$ cat src/rtl/branch_predict_unit.sv
// Branch resolution and prediction unit: a PC-indexed table of 2-bit saturating
// counters for fetch, EX-stage condition evaluation, and mispredict statistics.
module branch_predict_unit #(
   parameter int unsigned XLEN        = 32,
   parameter int unsigned BHT_ENTRIES = 64,
   parameter logic [1:0]  INIT_STATE  = 2'b01,
   parameter int unsigned CNT_W       = 16
) (
   input  logic             clk,
   input  logic             rst_n,
   input  logic [XLEN-1:0]  lookup_pc,
   output logic             lookup_taken,
   input  logic             res_valid,
   input  logic [XLEN-1:0]  res_pc,
   input  logic [XLEN-1:0]  ru_rs1,
   input  logic [XLEN-1:0]  ru_rs2,
   input  logic [4:0]       BrOp,
   input  logic             res_pred_taken,
   input  logic             clear_stats,
   output logic             out_valid,
   output logic             NextPCsrc,
   output logic             mispredict,
   output logic [CNT_W-1:0] branch_cnt,
   output logic [CNT_W-1:0] mispred_cnt
);

   localparam int unsigned IDX_W = $clog2(BHT_ENTRIES);

   logic [1:0]       bht_q [BHT_ENTRIES];
   logic [IDX_W-1:0] lookup_idx;
   logic [IDX_W-1:0] res_idx;
   logic             is_cond;
   logic             is_jump;
   logic             taken_d;
   logic             mispred_d;
   logic             train_en;
   logic [1:0]       ctr_cur;
   logic [1:0]       ctr_d;
   logic             out_valid_q;
   logic             next_pc_src_q;
   logic             mispred_q;
   logic [CNT_W-1:0] branch_cnt_q;
   logic [CNT_W-1:0] mispred_cnt_q;
   logic             pc_unused;

   assign lookup_idx = lookup_pc[IDX_W+1:2];
   assign res_idx    = res_pc[IDX_W+1:2];
   assign pc_unused  = ^{lookup_pc[XLEN-1:IDX_W+2], lookup_pc[1:0],
                         res_pc[XLEN-1:IDX_W+2], res_pc[1:0]};

   // Read is taken from the registered table, so a same-cycle write is not visible.
   assign lookup_taken = bht_q[lookup_idx][1];

   assign is_cond = (BrOp[4:3] == 2'b01);
   assign is_jump = BrOp[4];

   // Condition evaluation and mispredict decision for the resolving instruction.
   always_comb begin
      taken_d   = 1'b0;
      mispred_d = 1'b0;
      if (is_jump) begin
         taken_d = 1'b1;
      end else if (is_cond) begin
         case (BrOp[2:0])
            3'b000:  taken_d = (ru_rs1 == ru_rs2);
            3'b001:  taken_d = (ru_rs1 != ru_rs2);
            3'b100:  taken_d = ($signed(ru_rs1) <  $signed(ru_rs2));
            3'b101:  taken_d = ($signed(ru_rs1) >= $signed(ru_rs2));
            3'b110:  taken_d = (ru_rs1 <  ru_rs2);
            3'b111:  taken_d = (ru_rs1 >= ru_rs2);
            default: taken_d = 1'b0;
         endcase
      end
      if (res_valid && (is_cond || is_jump)) begin
         mispred_d = taken_d ^ res_pred_taken;
      end
   end

   assign train_en = res_valid && is_cond;
   assign ctr_cur  = bht_q[res_idx];

   always_comb begin
      ctr_d = ctr_cur;
      if (taken_d) begin
         if (ctr_cur != 2'b11) ctr_d = ctr_cur + 2'(1);
      end else begin
         if (ctr_cur != 2'b00) ctr_d = ctr_cur - 2'(1);
      end
   end

   always_ff @(posedge clk or negedge rst_n) begin
      if (!rst_n) begin
         for (int i = 0; i < int'(BHT_ENTRIES); i++) bht_q[i] <= INIT_STATE;
      end else if (train_en) begin
         bht_q[res_idx] <= ctr_d;
      end
   end

   // One-cycle result registers; an idle cycle clears them.
   always_ff @(posedge clk or negedge rst_n) begin
      if (!rst_n) begin
         out_valid_q   <= 1'b0;
         next_pc_src_q <= 1'b0;
         mispred_q     <= 1'b0;
      end else begin
         out_valid_q   <= res_valid;
         next_pc_src_q <= res_valid & taken_d;
         mispred_q     <= mispred_d;
      end
   end

   // Saturating statistics; clear wins over a same-cycle increment.
   always_ff @(posedge clk or negedge rst_n) begin
      if (!rst_n) begin
         branch_cnt_q  <= '0;
         mispred_cnt_q <= '0;
      end else if (clear_stats) begin
         branch_cnt_q  <= '0;
         mispred_cnt_q <= '0;
      end else begin
         if (train_en && !(&branch_cnt_q))  branch_cnt_q  <= branch_cnt_q + CNT_W'(1);
         if (mispred_d && !(&mispred_cnt_q)) mispred_cnt_q <= mispred_cnt_q + CNT_W'(1);
      end
   end

   assign out_valid   = out_valid_q;
   assign NextPCsrc   = next_pc_src_q;
   assign mispredict  = mispred_q;
   assign branch_cnt  = branch_cnt_q;
   assign mispred_cnt = mispred_cnt_q;

endmodule
$ cat config.mk
export PLATFORM = sky130hd
export DESIGN_NAME = branch_predict_unit
export DESIGN_NICKNAME = d
export VERILOG_FILES = /design/src/rtl/branch_predict_unit.sv
export SDC_FILE = /design/constraint.sdc
export NUM_CORES = 1
export LEC_CHECK = 0
export CORE_MARGIN = 2
export CORE_UTILIZATION = 50
export CTS_BUF_LIST = sky130_fd_sc_hd__clkbuf_2 sky130_fd_sc_hd__clkbuf_4 sky130_fd_sc_hd__clkbuf_8
export DETAILED_ROUTE_END_ITERATION = 10
export PLACE_DENSITY = 0.77
export SETUP_SLACK_MARGIN = 0.05
export SLEW_MARGIN = 10
export SYNTH_ARGS = -nofsm -noshare
export SYNTH_HDL_FRONTEND = slang
export SYNTH_SLANG_ARGS = --single-unit
export TNS_END_PERCENT = 30
$ cat constraint.sdc
create_clock -name clk -period 4.4 [get_ports clk]
set_input_delay 1.1 -clock clk [delete_from_list [all_inputs] [get_ports clk]]
set_output_delay 1.1 -clock clk [all_outputs]
set_load 0.02 [all_outputs]
==> flow_summary.ini, run 1 <==
[synthesis]
synthMuxAreaShare_pct = 27.0
synth_compound_area_share_pct = 7.22
synthSimpleGateAreaFrac_pct = 11.9
synth_flop_cell = dfrtp_1
synth_fa_ha_area_share_pct = 4.71
ys_ff_latch = 163
synth_cell_types = 61
syn_area_mm2 = 0.00962
synth_xor_area_share_pct = 1.18
syn_inst = 838
syn_avg_cell_area_um2 = 11.5
synth_edf_count = 0
synth_warnings = 0
syn_nets = 1010
async_flop_share_pct = 100
synth_top_family_by_area = multiplexers
synth-seq-area-share_pct = 43.2

[power_and_ir_drop]
p_int_w = 0.00230
ir_worst_vdd_v = 0.000180
switchingPower_w = 0.000824
swShare_pct = 26.4
pwr-share-comb_pct = 14.8
pwr-share-clk_pct = 33.8
p_leak_nw = 4.96
seqPwrFrac_pct = 51.3
p_per_area_mw_per_mm2 = 272

[grt]
grt_pass1_vias = 7383
grt_max_degree = 91
grt_pass1_wl_um = 38300
grt-ovfl-total = 0
globalRouteTotalUtil_pct = 24.2
antenna_found_initial = 0

[floorplan]
die_height_um = 143
num_io_pins = 174
core-area_mm2 = 0.0188
rows = 50
die_area_mm2 = 0.0204
start_util_pct = 51.3
die_x_um = 143

[route]
drt_wl_total_um = 23600
drt_iter0_markers = 563
first_pass_iters = 7
vias = 7175
drc = 0
wl_per_cell_um = 19.7
detail-route-antenna-nets = 0
wl_met1_um = 9950
viasPerCell = 5.97
routed.top_layer = met4
met2WireLength_um = 11500
wl_met3_um = 1620

[worst_setup_path]
reg2reg_to = bht_q[116]
ff2ff_setup_slack_ps = 1420
start_kind = primary input
timing.rr.start = bht_q[101]
critPathArrivalTime_ps = 3200
rr_worst_depth = 8
crit_required_ps = 3300
crit_type = primary input to primary output
endpoint_kind = primary output
crit_fanout = 8

[timing]
relSlewSlack_pct = 18.4
tns_ps = 0
finalCriticalPeriod_ps = 4300
hold_viol = 0
worstMarginPinSlew_ps = 1220
slew_violations = 0
rsz0062_at_grt = no
fin_crit_sh_pct = 97.8
clock.fmax_mhz = 232
finClkSkew_ps = 16.6
setup_violations = 0
hold_ws_ps = 543

[clock_tree]
post_cts_buffers = 0
clock_latency_ps = 480
hold_buffers = 0
ctsHtreeMaxLevel = 4
clockBufferDepth = 2
clock-sinks = 163
cts_tree = built
cts_buffers = 17
root_buffer = clkbuf_8
cts.clk_slew.worst_paths_ps = 90

[worst_hold_path]
hp-class = flip-flop to flip-flop
hold_start = bht_q[35]
holdPathStages = 1
holdPathEnd = bht_q[35]

[placement]
dpl.hpwl_um = 16600
io_buffer_count = 121
routabilityCongestion = 0.925

[final_layout]
layout-drive-gt1-share_pct = 31.9
nets = 1127
syn2layout_area_growth_pct = 19.5
nFillCells = 1530
num_antenna_cells = 0

[outcome]
status = finished, final reports clean

[run]
maxCapViolCount = 0
[logic make-up (layout without fill, tap and decap cells)]
kind of cell,count (synthesis),count (layout)
buffers and inverters,87,217
adders and majority gates,36,36
xor gates and xnor gates,13,13
AOI/OAI and AO/OA,113,113
DFF,163,163
muxes,194,194
and+or+nand+nor,232,232
[flip-flops by register name, indices dropped and copies added (netlist names)]
signal       count
mispred_cnt     16
NextPCsrc        1
bht_q          128
branch_cnt      16
out_valid        1
mispredict       1
[per-stage QoR]
step                      util [%]  total power [W]  setup slack, ps  instance area [µm²]  std cells
final                         61.3          0.00312             98.2                11500       1202
after detailed placement      59.0          0.00209             -568                11100       1168
after global placement        59.0          0.00207             -532                11100       1168
after floorplan                  -          0.00189             56.4                 9630        838
after CTS                     61.2          0.00314             58.1                11500       1201
after global routing          61.3          0.00326             88.0                11500       1202
[power by group through the flow]
stage / combinational (W) / clock, W / sequential [W]
floorplan: 0.000265 / 0 / 0.00162
global placement: 0.000447 / 0 / 0.00163
detailed placement: 0.000458 / 0 / 0.00163
CTS: 0.000463 / 0.00107 / 0.00160
global route: 0.000507 / 0.00115 / 0.00161
finish: 0.000464 / 0.00106 / 0.00160
[cell usage after synthesis (20+ instances only)]
| cell | instances | area [µm²] |
|---|---|---|
| mux4_2 | 39 | 878 |
| nand3_1 | 20 | 100 |
| mux2i_1 | 22 | 220 |
| dfstp_2 | 64 | 1680 |
| mux2_2 | 133 | 1500 |
| dfrtp_1 | 99 | 2480 |
| o21ai_0 | 27 | 135 |
| nor2_1 | 68 | 255 |
| ha_1 | 34 | 425 |
| a21oi_1 | 44 | 220 |
| inv_1 | 39 | 146 |
| nand2_1 | 64 | 240 |
[metal layers]
layer | GRT usage, % | vias to the layer above
met3 | 5.70 | 48
met1 | 32.3 | 3567
met2 | 39.3 | 267
li1 | - | 3293
met4 | 7.35 | 0
met5 | 0 | -
[layout make-up]
| cell class | count | area, µm² | area share, % |
|---|---|---|---|
| Timing Repair Buffer | 145 | 1520 | 13.2 |
| Tap cell | 234 | 293 | 2.55 |
| Sequential cell | 163 | 4160 | 36.2 |
| Clock inverter | 9 | 81.3 | 0.707 |
| Multi-Input combinational cell | 588 | 5010 | 43.5 |
| Inverter | 40 | 150 | 1.31 |
| Clock buffer | 23 | 292 | 2.53 |
[worst max path at each step]
| stage | start | end | cells past startpoint |
|---|---|---|---|
| 2_1_floorplan | lookup_pc[2] | lookup_taken | 5 |
| 3_3_place_gp | lookup_pc[2] | lookup_taken | 6 |
| 3_5_place_dp | lookup_pc[2] | lookup_taken | 6 |
| 4_1_cts | lookup_pc[3] | lookup_taken | 6 |
| 5_1_grt | lookup_pc[2] | lookup_taken | 6 |
| 6_report | lookup_pc[2] | lookup_taken | 6 |
[layout by cell type, fill, tap and decap left out, types with 27 or more instances in the layout]
cell type | netlist | routed
dfrtp_1 | 99 | 99
mux2_2 | 133 | 133
mux4_2 | 39 | 39
o21ai_0 | 27 | 27
clkdlybuf4s50_1 | 0 | 115
inv_1 | 39 | 39
dfstp_2 | 64 | 64
ha_1 | 34 | 34
nand2_1 | 64 | 64
a21oi_1 | 44 | 44
nor2_1 | 68 | 68
[what timing repair did]
action                                  in CTS  in global routing
endpoints found under the setup margin       1                  1
resized for setup                            7                  3
cloned                                       1                  1
[worst max-delay path, stage by stage]
cell and delay [ps]:
clkdlybuf4s15_2 270, buf_12 170, mux4_2 500, mux4_2 490
mux4_2 490, buf_4 170
Note: power is estimated with default switching activity, not from simulation.
==> run 2, diff against run 1 <==
--- a/config.mk
+++ b/config.mk
@@ -5,6 +5,7 @@
 export SDC_FILE = /design/constraint.sdc
 export NUM_CORES = 1
 export LEC_CHECK = 0
+export ABC_CLOCK_PERIOD_IN_PS = 4400
 export CORE_MARGIN = 2
 export CORE_UTILIZATION = 50
 export CTS_BUF_LIST = sky130_fd_sc_hd__clkbuf_2 sky130_fd_sc_hd__clkbuf_4 sky130_fd_sc_hd__clkbuf_8
==> results of run 2 <==
Same layout as run 1: the final DEF is identical, and so are final timing and power.
==> run 3, diff against run 2 <==
--- a/config.mk
+++ b/config.mk
@@ -6,11 +6,13 @@
 export NUM_CORES = 1
 export LEC_CHECK = 0
 export ABC_CLOCK_PERIOD_IN_PS = 4400
+export CELL_PAD_IN_SITES_DETAIL_PLACEMENT = 1
+export CELL_PAD_IN_SITES_GLOBAL_PLACEMENT = 2
 export CORE_MARGIN = 2
-export CORE_UTILIZATION = 50
+export CORE_UTILIZATION = 32
 export CTS_BUF_LIST = sky130_fd_sc_hd__clkbuf_2 sky130_fd_sc_hd__clkbuf_4 sky130_fd_sc_hd__clkbuf_8
 export DETAILED_ROUTE_END_ITERATION = 10
-export PLACE_DENSITY = 0.77
+export PLACE_DENSITY = 0.75
 export SETUP_SLACK_MARGIN = 0.05
 export SLEW_MARGIN = 10
 export SYNTH_ARGS = -nofsm -noshare
==> flow_summary.ini, run 3 (same netlist as run 1, synthesis figures left out) <==
[placement]
place_area_mm2 = 0.0114
routabilityCongestion = 0.839
dp.cells = 1339
io_buffer_count = 121
dpl.hpwl_um = 20200

[route]
drt_iter0_markers = 351
wl_per_cell_um = 20.4
viasPerCell = 5.23
vias = 7177
detail-route-antenna-nets = 0
first_pass_iters = 4
drt_wl_total_um = 28000
drc = 0

[worst_setup_path]
cp_slowest_stage_delay_ps = 490
cp_slowest_cell = mux4_2
crit_family = multiplexers
cp_common_cell = mux4_2
endpoint_kind = primary output
worst-path-buf-inv = 3
crit_required_ps = 3300
crit_fanout = 8
critPathArrivalTime_ps = 3150
crit_chain = dlygate4sd2_1, bufbuf_16, mux4_2, mux4_2, mux4_2, buf_4
start_kind = primary input
crit_type = primary input to primary output

[outcome]
status = finished, final reports clean

[floorplan]
num_io_pins = 174
rows = 63
die_x_um = 177
core-area_mm2 = 0.0296
die_height_um = 177
start_util_pct = 32.5
die_area_mm2 = 0.0315

[timing]
hold_viol = 0
setup_violations = 0
rsz0062_at_grt = no
finClkSkew_ps = 15.4
fin_crit_sh_pct = 96.6
relSlewSlack_pct = 51.7
finalCriticalPeriod_ps = 4250
clock.fmax_mhz = 235
worstMarginPinSlew_ps = 725
slew_violations = 0

[clock_tree]
hold_buffers = 0
ctsHtreeMaxLevel = 4
cts_buffers = 17
cts_tree = built
clock-sinks = 163
root_buffer = clkbuf_8
clock_latency_ps = 490
cts.clk_slew.worst_paths_ps = 90
clockBufferDepth = 2

[power_and_ir_drop]
p_per_area_mw_per_mm2 = 271
ir_worst_vdd_v = 0.000180
fin_total_pwr_w = 0.00320
p_leak_nw = 5.04

[final_layout]
regArea_mm2 = 0.00416
nets = 1142
fin_area_mm2 = 0.0118
largest_reg_flops = 128
nFillCells = 3279
layout.cells.non_filler = 1373
num_antenna_cells = 0
regMostFlops = bht_q
layout-drive-gt1-share_pct = 33.0
multiInputGateArea_mm2 = 0.00501
syn2layout_area_growth_pct = 23.1
final_common_cell = mux2_2
final_cell_mix = mux2_2 (133), clkdlybuf4s50_1 (115), dfrtp_1 (99)

[grt]
antenna_found_initial = 0
grt_pass1_wl_um = 45300
globalRouteTotalUtil_pct = 18.8
grt_max_degree = 76
grt-ovfl-total = 0
grt_pass1_vias = 7812

[run]
maxCapViolCount = 0

[worst_hold_path]
hp-class = flip-flop to flip-flop
==> run 3: metrics by stage <==
step / utilization, % / TNS [ps] / hold slack, ps / worst slack (ps)
2_1_floorplan: - / 0 / 491 / 56.4
3_3_place_gp: 38.4 / -558 / 523 / -558
3_5_place_dp: 38.4 / -593 / 526 / -593
4_1_cts: 40.0 / 0 / 549 / 82.6
5_1_grt: 40.0 / 0 / 562 / 124
6_report: 40.0 / 0 / 548 / 148
==> run 3: area by class of cell <==
cell class                 count  area share [%]
timing repair buffer         160            13.9
clock inverter                15            1.37
multi-input combinational    588            42.3
clock buffer                  17            1.98
sequential                   163            35.1
tap                          390            4.12
inverter                      40            1.27
==> run 3: worst register-to-register path: stages, from the launching register on <==
cell      delay, ps
dfrtp_1         430
mux2_2          290
a221oi_2        260
a21oi_1          60
o21ai_0         190
o21ai_0         140
or4_4           590
maj3_4          380
buf_12          180
mux2_2          290
==> run 3: report_power, final <==
part | internal, W | total [W] | switching (W)
logic | 0.000243 | 0.000486 | 0.000243
clock network | 0.000427 | 0.00111 | 0.000687
registers | 0.00157 | 0.00160 | 0.0000294
total | 0.00224 | 0.00320 | 0.000960
==> run 3: what timing repair did <==
action / CTS / global route
setup buffers: 0 / 0
pin swaps: 0 / 0
cloned: 2 / 0
resized for setup: 10 / 2
setup endpoints to repair: 1 / 1
==> run 3: path summary, 6_finish.rpt <==
check	end	cells past startpoint	slack (ps)	from
worst max-delay path	lookup_taken	6	150	lookup_pc[3]
worst min-delay path	bht_q[95]	1	550	bht_q[95]
worst max register to register	bht_q[119]	9	1480	bht_q[109]
worst min register to register	bht_q[95]	1	550	bht_q[95]
max in group asynchronous	bht_q[14]	2	2890	rst_n
min in group asynchronous	bht_q[89]	1	620	rst_n
==> run 3: per-layer routing <==
metal	up-vias	part of all wire (%)	track usage, %
li1	3330	-	-
met1	3695	45	25.1
met2	134	50	31.8
met3	18	4.3	3.34
met4	0	1.1	4.47
met5	-	0	0
